## config.mk

```make
export PLATFORM = sky130hd
export DESIGN_NAME = lcd_value_feeder
export DESIGN_NICKNAME = d
export VERILOG_FILES = /design/src/rtl/lcd_value_feeder.sv
export SDC_FILE = /design/constraint.sdc
export NUM_CORES = 1
export LEC_CHECK = 0
export CORE_UTILIZATION = 30
export CTS_CLUSTER_SIZE = 16
export DETAILED_ROUTE_END_ITERATION = 10
export PLACE_DENSITY_LB_ADDON = 0.12
export RECOVER_POWER = 50
export SYNTH_ARGS = -nofsm -noshare
export SYNTH_HDL_FRONTEND = slang
export SYNTH_SLANG_ARGS = --single-unit
```

## constraint.sdc

```tcl
create_clock -name clk -period 4.3 [get_ports clk]
set_clock_uncertainty 0.05 [all_clocks]
set_input_delay 0.43 -clock clk [delete_from_list [all_inputs] [get_ports clk]]
set_output_delay 0.43 -clock clk [all_outputs]
set_load 0.02 [all_outputs]
```

## src/rtl/lcd_value_feeder.sv

```systemverilog
// Paces 18-bit values from a small FIFO into the 2x16 LCD driver: one reset
// pulse and init wait after reset, then one write strobe per render window.
module lcd_value_feeder #(
  parameter int DEPTH        = 4,
  parameter int INIT_CYCLES  = 24,
  parameter int WRITE_CYCLES = 160,
  parameter int CNT_W        = 8,
  parameter int DATA_W       = 18
) (
  input  logic                     clk,
  input  logic                     rst,
  input  logic                     push_valid,
  input  logic [DATA_W-1:0]        push_data,
  output logic                     push_ready,
  input  logic                     dedup_en,
  output logic                     lcd_rst,
  output logic                     lcd_write,
  output logic [DATA_W-1:0]        lcd_data,
  output logic                     busy,
  output logic [$clog2(DEPTH):0]   level
);

  localparam int PW = $clog2(DEPTH);
  localparam logic [PW:0]      FULL_LVL   = (PW+1)'(DEPTH);
  localparam logic [CNT_W-1:0] INIT_LOAD  = CNT_W'(INIT_CYCLES - 1);
  localparam logic [CNT_W-1:0] WRITE_LOAD = CNT_W'(WRITE_CYCLES - 1);

  localparam logic [2:0] INIT_RST  = 3'd0;
  localparam logic [2:0] INIT_WAIT = 3'd1;
  localparam logic [2:0] IDLE      = 3'd2;
  localparam logic [2:0] ISSUE     = 3'd3;
  localparam logic [2:0] HOLD      = 3'd4;

  logic [2:0]        state;
  logic [DATA_W-1:0] mem [DEPTH];
  logic [PW-1:0]     wrPtr;
  logic [PW-1:0]     rdPtr;
  logic [CNT_W-1:0]  holdCnt;
  logic [DATA_W-1:0] lastValue;
  logic              lastValid;
  logic [DATA_W-1:0] head;
  logic              doPush;
  logic              doPop;
  logic              skipHead;

  assign push_ready = !rst && (level != FULL_LVL);
  assign head       = mem[rdPtr];
  assign doPush     = push_valid && push_ready;
  assign doPop      = (state == IDLE) && (level != '0);
  // A repeated head is consumed silently so the display is not redrawn.
  assign skipHead   = dedup_en && lastValid && (head == lastValue);
  assign busy       = (state != IDLE) || (level != '0);

  always_ff @(posedge clk) begin
    if (doPush)
      mem[wrPtr] <= push_data;
    if (!rst && doPop && !skipHead)
      lastValue <= head;
  end

  always_ff @(posedge clk) begin
    if (rst) begin
      state     <= INIT_RST;
      wrPtr     <= '0;
      rdPtr     <= '0;
      level     <= '0;
      holdCnt   <= '0;
      lcd_rst   <= 1'b0;
      lcd_write <= 1'b0;
      lcd_data  <= '0;
      lastValid <= 1'b0;
    end else begin
      lcd_rst   <= 1'b0;
      lcd_write <= 1'b0;
      if (doPush)
        wrPtr <= wrPtr + PW'(1);
      if (doPop)
        rdPtr <= rdPtr + PW'(1);
      if (doPush && !doPop)
        level <= level + (PW+1)'(1);
      else if (!doPush && doPop)
        level <= level - (PW+1)'(1);

      case (state)
        INIT_RST: begin
          lcd_rst <= 1'b1;
          holdCnt <= INIT_LOAD;
          state   <= INIT_WAIT;
        end
        INIT_WAIT: begin
          if (holdCnt == '0)
            state <= IDLE;
          else
            holdCnt <= holdCnt - CNT_W'(1);
        end
        IDLE: begin
          if (doPop && !skipHead) begin
            lcd_data  <= head;
            lastValid <= 1'b1;
            state     <= ISSUE;
          end
        end
        ISSUE: begin
          // Strobe is registered, so it appears while the FSM is already in HOLD.
          lcd_write <= 1'b1;
          holdCnt   <= WRITE_LOAD;
          state     <= HOLD;
        end
        HOLD: begin
          if (holdCnt == '0)
            state <= IDLE;
          else
            holdCnt <= holdCnt - CNT_W'(1);
        end
        default: state <= INIT_RST;
      endcase
    end
  end

endmodule

```

Yosys cells after proc, flatten, opt, wreduce, memory -nomap -nowiden
Memory sizes are Yosys's and may differ from the RTL's. A register that Yosys moved wholly into a read port is not among the register bits.
Cells that the tools add are included.

operators by class
  reductions and logical operators = 24
  $add $sub $neg = 5
  eq/ne operators = 10
  muxes and demuxes = 13

operators with widths
  operator                                          number
  one-hot mux 8 bit (3 select lines)                1
  == test 18 bit                                    1
  two-way mux 3 bit                                 4
  one-hot mux 3 bit (4 select lines)                1
  logical AND 1 bit                                 10
  zero test 8 bit                                   1
  two-way mux 8 bit                                 1
  subtractor 8 x 1 -> 8 bit, second input constant  1
  == test 3 x 2 -> 1 bit, second input constant     2
  AND reduction 2 bit                               3
  nonzero test 3 bit                                2
  adder 2 x 1 -> 2 bit, second input constant       2
  zero test 1 bit                                   4
  two-way mux 1 bit                                 4
  two-way mux 2 bit                                 2
  != test 2 x 1 -> 1 bit, second input constant     2
  adder 3 x 1 -> 3 bit, second input constant       1
  == test 3 x 1 -> 1 bit, second input constant     1
  == test 3 bit, second input constant              1
  zero test 3 bit                                   1
  != test 3 x 2 -> 1 bit, second input constant     1
  != test 3 bit, second input constant              1
  subtractor 3 x 1 -> 3 bit, second input constant  1
  != test 2 bit, second input constant              1
  3 further kinds                                   3

word-level totals
  bits of input ports = 22
  memories kept = 1
  register bits = 57
  logic and storage cells = 63
  bits in writable memories = 72

memories
  name  words  width  rd ports  clocked after Yosys merged registers in  write ports  RTL line  RTL
  mem   4      18     1         1                                        1            35        logic [DATA_W-1:0] mem [DEPTH];

Longest topological paths before layout
  depth after elaboration = 7
  mapped depth = 10
  mapped depth without buffers = 9

Least setup slack after synthesis
Ideal clock, no wire load.

  kind = reg2reg
  start point = register (tool-made name)
  end point = register lastValue[0] (enable)
  setup slack = 1.302 ns
  arrival time = 2.554 ns
  library setup time = 0.395 ns
  cell stages (with the launch flop) = 10
  path buffers = 2
  cells stage by stage = dfxtp_1 buf_6 buf_4 mux2_2 xnor2_1 o22ai_1 nor4_1 and4_1 a21oi_2 nor2b_1

RTL lines
  item                    RTL line  RTL
  end signal: assignment  58        lastValue <= head;
  end: declaration        39        logic [DATA_W-1:0] lastValue;

==> flow_summary_export.csv <==
group,metric,value,unit
run_status,status,"finished, violations left",
run_status,violations,"DRC, capacitance limit, slew limit",
yosys,yosysSeqAreaShare,0.630,
die,core-area,18100,µm²
cts,cts_sinks,131,
layout,fin_util,0.375,
yosys,syn-instance-count,414,
cts,tritoncts,"yes",
critical_path,cpMaxStageDelayCell,"dfxtp_1",
yosys,synth_warnings,0,
critical_path,cp_common_cell,"buf_4",
place,portBuffers,46,
route,ant_nets,0,
route,routed_via_density,4.69,
cts,cts_hold_buf,0,
route,drcViolationCount,4,
hold_path,hp-class,"reg -> reg",
global_routing,grt_first_pass_wirelength,19400,µm
layout,final_nets,490,
yosys,synth_top_cell_by_area,"edfxtp_1",
timing,worstMarginPinSlew,2.14,ns
pwr,power_density,453,nW/µm²
pwr,ir_worst_vdd,0.000272,V
critical_path,crit_path_end_kind,"flop",
cts,postCtsResizedCells,0,
yosys,netlist_area,5590,µm²
place,dpl.hpwl,8190,µm
route,drtIter0Drc,200,
yosys,ys.flop_type,"edfxtp_1",
timing,finalCriticalPeriod,3.30,ns
die,rows,49,
critical_path,worst_path_largest_cell_delay,0.43,ns
timing,period_share,0.768,
critical_path,critical_path.cell_chain,"buf_4 -> mux2i_1 -> o22ai_1 -> a2111o_1 -> a211oi_1 -> and4_1 -> a21oi_2 -> buf_4 -> nor2b_1 -> buf_4",
yosys,synth_common_cells,"90 x edfxtp_1, 41 x dfxtp_1, 38 x mux2i_1",
yosys,synth-seq-cells,131,
pwr,p_leak,2.34,nW
timing,rsz0062_at_grt,"no",
layout,drive_gt1_frac,0.103,
die,die_h,139,µm
global_routing,antenna_found_initial,0,
cts,clock_latency,0.41,ns
cts,post_cts_buffers,0,
route,wl,11900,µm
layout,num-fill-cells,1763,
critical_path,crit_required,4.40,ns
route,wl_per_cell,16.9,µm
cts,htreeDepth,4,
critical_path,startpoint_type,"flop",
global_routing,grt_pass1_vias,3564,
yosys,syn_nets,443,
layout,area_growth_syn_to_layout,21.7,%
cts,numCtsBuffers,17,
route,drt_pre_antenna_iters,7,
yosys,netlist-cell-type-count,51,
critical_path,crit_type,"reg -> reg",
die,die_width,139,µm
layout,multi_input_area,1900,µm²
global_routing,grt_max_degree,60,
timing,finalMaxSlewViolations,60,
yosys,synth_async_sr_flop_share,0,
yosys,synth_most_common_cell,"edfxtp_1",
global_routing,grt_remaining_overflow,0,
cts,clk_pin_slew,0.05,ns
route,vias,3296,
place,gp_congestion,0.850,
die,initial_core_util,0.308,
cts,cts-root-buf,"clkbuf_16",
timing,fmax,303,MHz
critical_path,worst_ep_arrival_time,3.40,ns
yosys,avgSynthCellArea,13.5,µm²
global_routing,groute.usage.overall,0.135,
die,dieArea,19200,µm²
yosys,synth_edf_count,90,
yosys,synth_top_area_share,0.483,
timing,slew_headroom,-0.430,
timing,final-setup-viol-count,0,
critical_path,path_max_fanout,25,
die,ioPinCount,47,
timing,setup_tns,0,ns
cts,clockBufferDepth,2,
layout,num_antenna_cells,0,
yosys,yosys-top-cells-area,"edfxtp_1 48%, dfxtp_1 15%, mux2i_1 6.8%",
layout,final-seq-area,3520,µm²
timing,hold_viol_final,0,
run,maxCapViolations,1,
## flip-flops by register name, summed over array words and instances (netlist names), named ones only
name	count
rdPtr	2
wrPtr	2
lastValue	18
lcd_data	18
mem	72
lcd_write	1
lastValid	1
lcd_rst	1
holdCnt	8
state	3
level	3
## logic make-up after synthesis
kind of cell,count (synthesis),synth area share
mux,53,0.114
compound gates,56,0.0667
xor+xnor,23,0.0360
fa+ha+maj,7,0.0170
buf+inv,35,0.0309
simple gates,109,0.106
flops,131,0.630
## layout by cell type (no fill, tap or decap), types with 12 or more instances in the layout
master,n
a21oi_1,21
xor2_1,12
dlygate4sd3_1,42
edfxtp_1,90
clkbuf_16,17
mux2i_1,38
nand2b_1,37
nor2_1,30
dfxtp_1,41
## layout make-up
class                      count  area share
sequential                   131       0.517
clock inverter                11      0.0164
multi-input combinational    248       0.279
inverter                      12     0.00662
tap                          229      0.0421
timing repair buffer          51      0.0726
clock buffer                  21      0.0662
## stage by stage
step / hold WS, ns / cell area (µm²) / power (mW) / worst slack [ns] / cells
floorplan: 0.393 / 5590 / 1.65 / 1.30 / 414
global placement: 0.421 / 6250 / 1.75 / 1.09 / 671
detailed placement: 0.415 / 6250 / 1.75 / 1.04 / 671
CTS: 0.430 / 6810 / 3.13 / 1.04 / 703
global route: 0.443 / 6810 / 3.22 / 0.738 / 703
finish: 0.421 / 6810 / 3.08 / 0.998 / 703
## power breakdown
group / internal, mW / leakage, nW / total (mW) / switching, mW
registers: 1.40 / 1.15 / 1.44 / 0.0400
logic: 0.119 / 0.920 / 0.275 / 0.157
clock network: 0.859 / 0.270 / 1.37 / 0.508
## critical path: cells and delay by family, from the launching register on
kind,cells,cell delay [ns]
buffers and inverters,3,1.00
AO/OA/AOI/OAI,4,0.79
flip-flops,1,0.43
AND/OR/NAND/NOR,2,0.41
multiplexers,1,0.31
## final timing paths
| check | endpoint | slack, ns | start | depth (start not counted) |
|---|---|---|---|---|
| worst max-delay path | lastValue[2]$_DFFE_PP_ | 1.0 | flop | 10 |
| worst min-delay path | lcd_data[4]$_SDFFE_PP0P_ | 0.42 | lcd_data[4]$_SDFFE_PP0P_ | 2 |
| worst max register to register | lastValue[2]$_DFFE_PP_ | 1.0 | flop | 10 |
| worst min register to register | lcd_data[4]$_SDFFE_PP0P_ | 0.42 | lcd_data[4]$_SDFFE_PP0P_ | 2 |
## layer usage
layer  vias to the layer above  wire length, µm  share of wire  track usage
li1                       1613                -              -            -
met1                      1609             5310           0.45        0.161
met2                        61             5920           0.50        0.227
met3                        13              475          0.040       0.0432
met4                         0              160          0.013       0.0485
met5                         -                0              0            0
(Power assumes the default switching activity.)
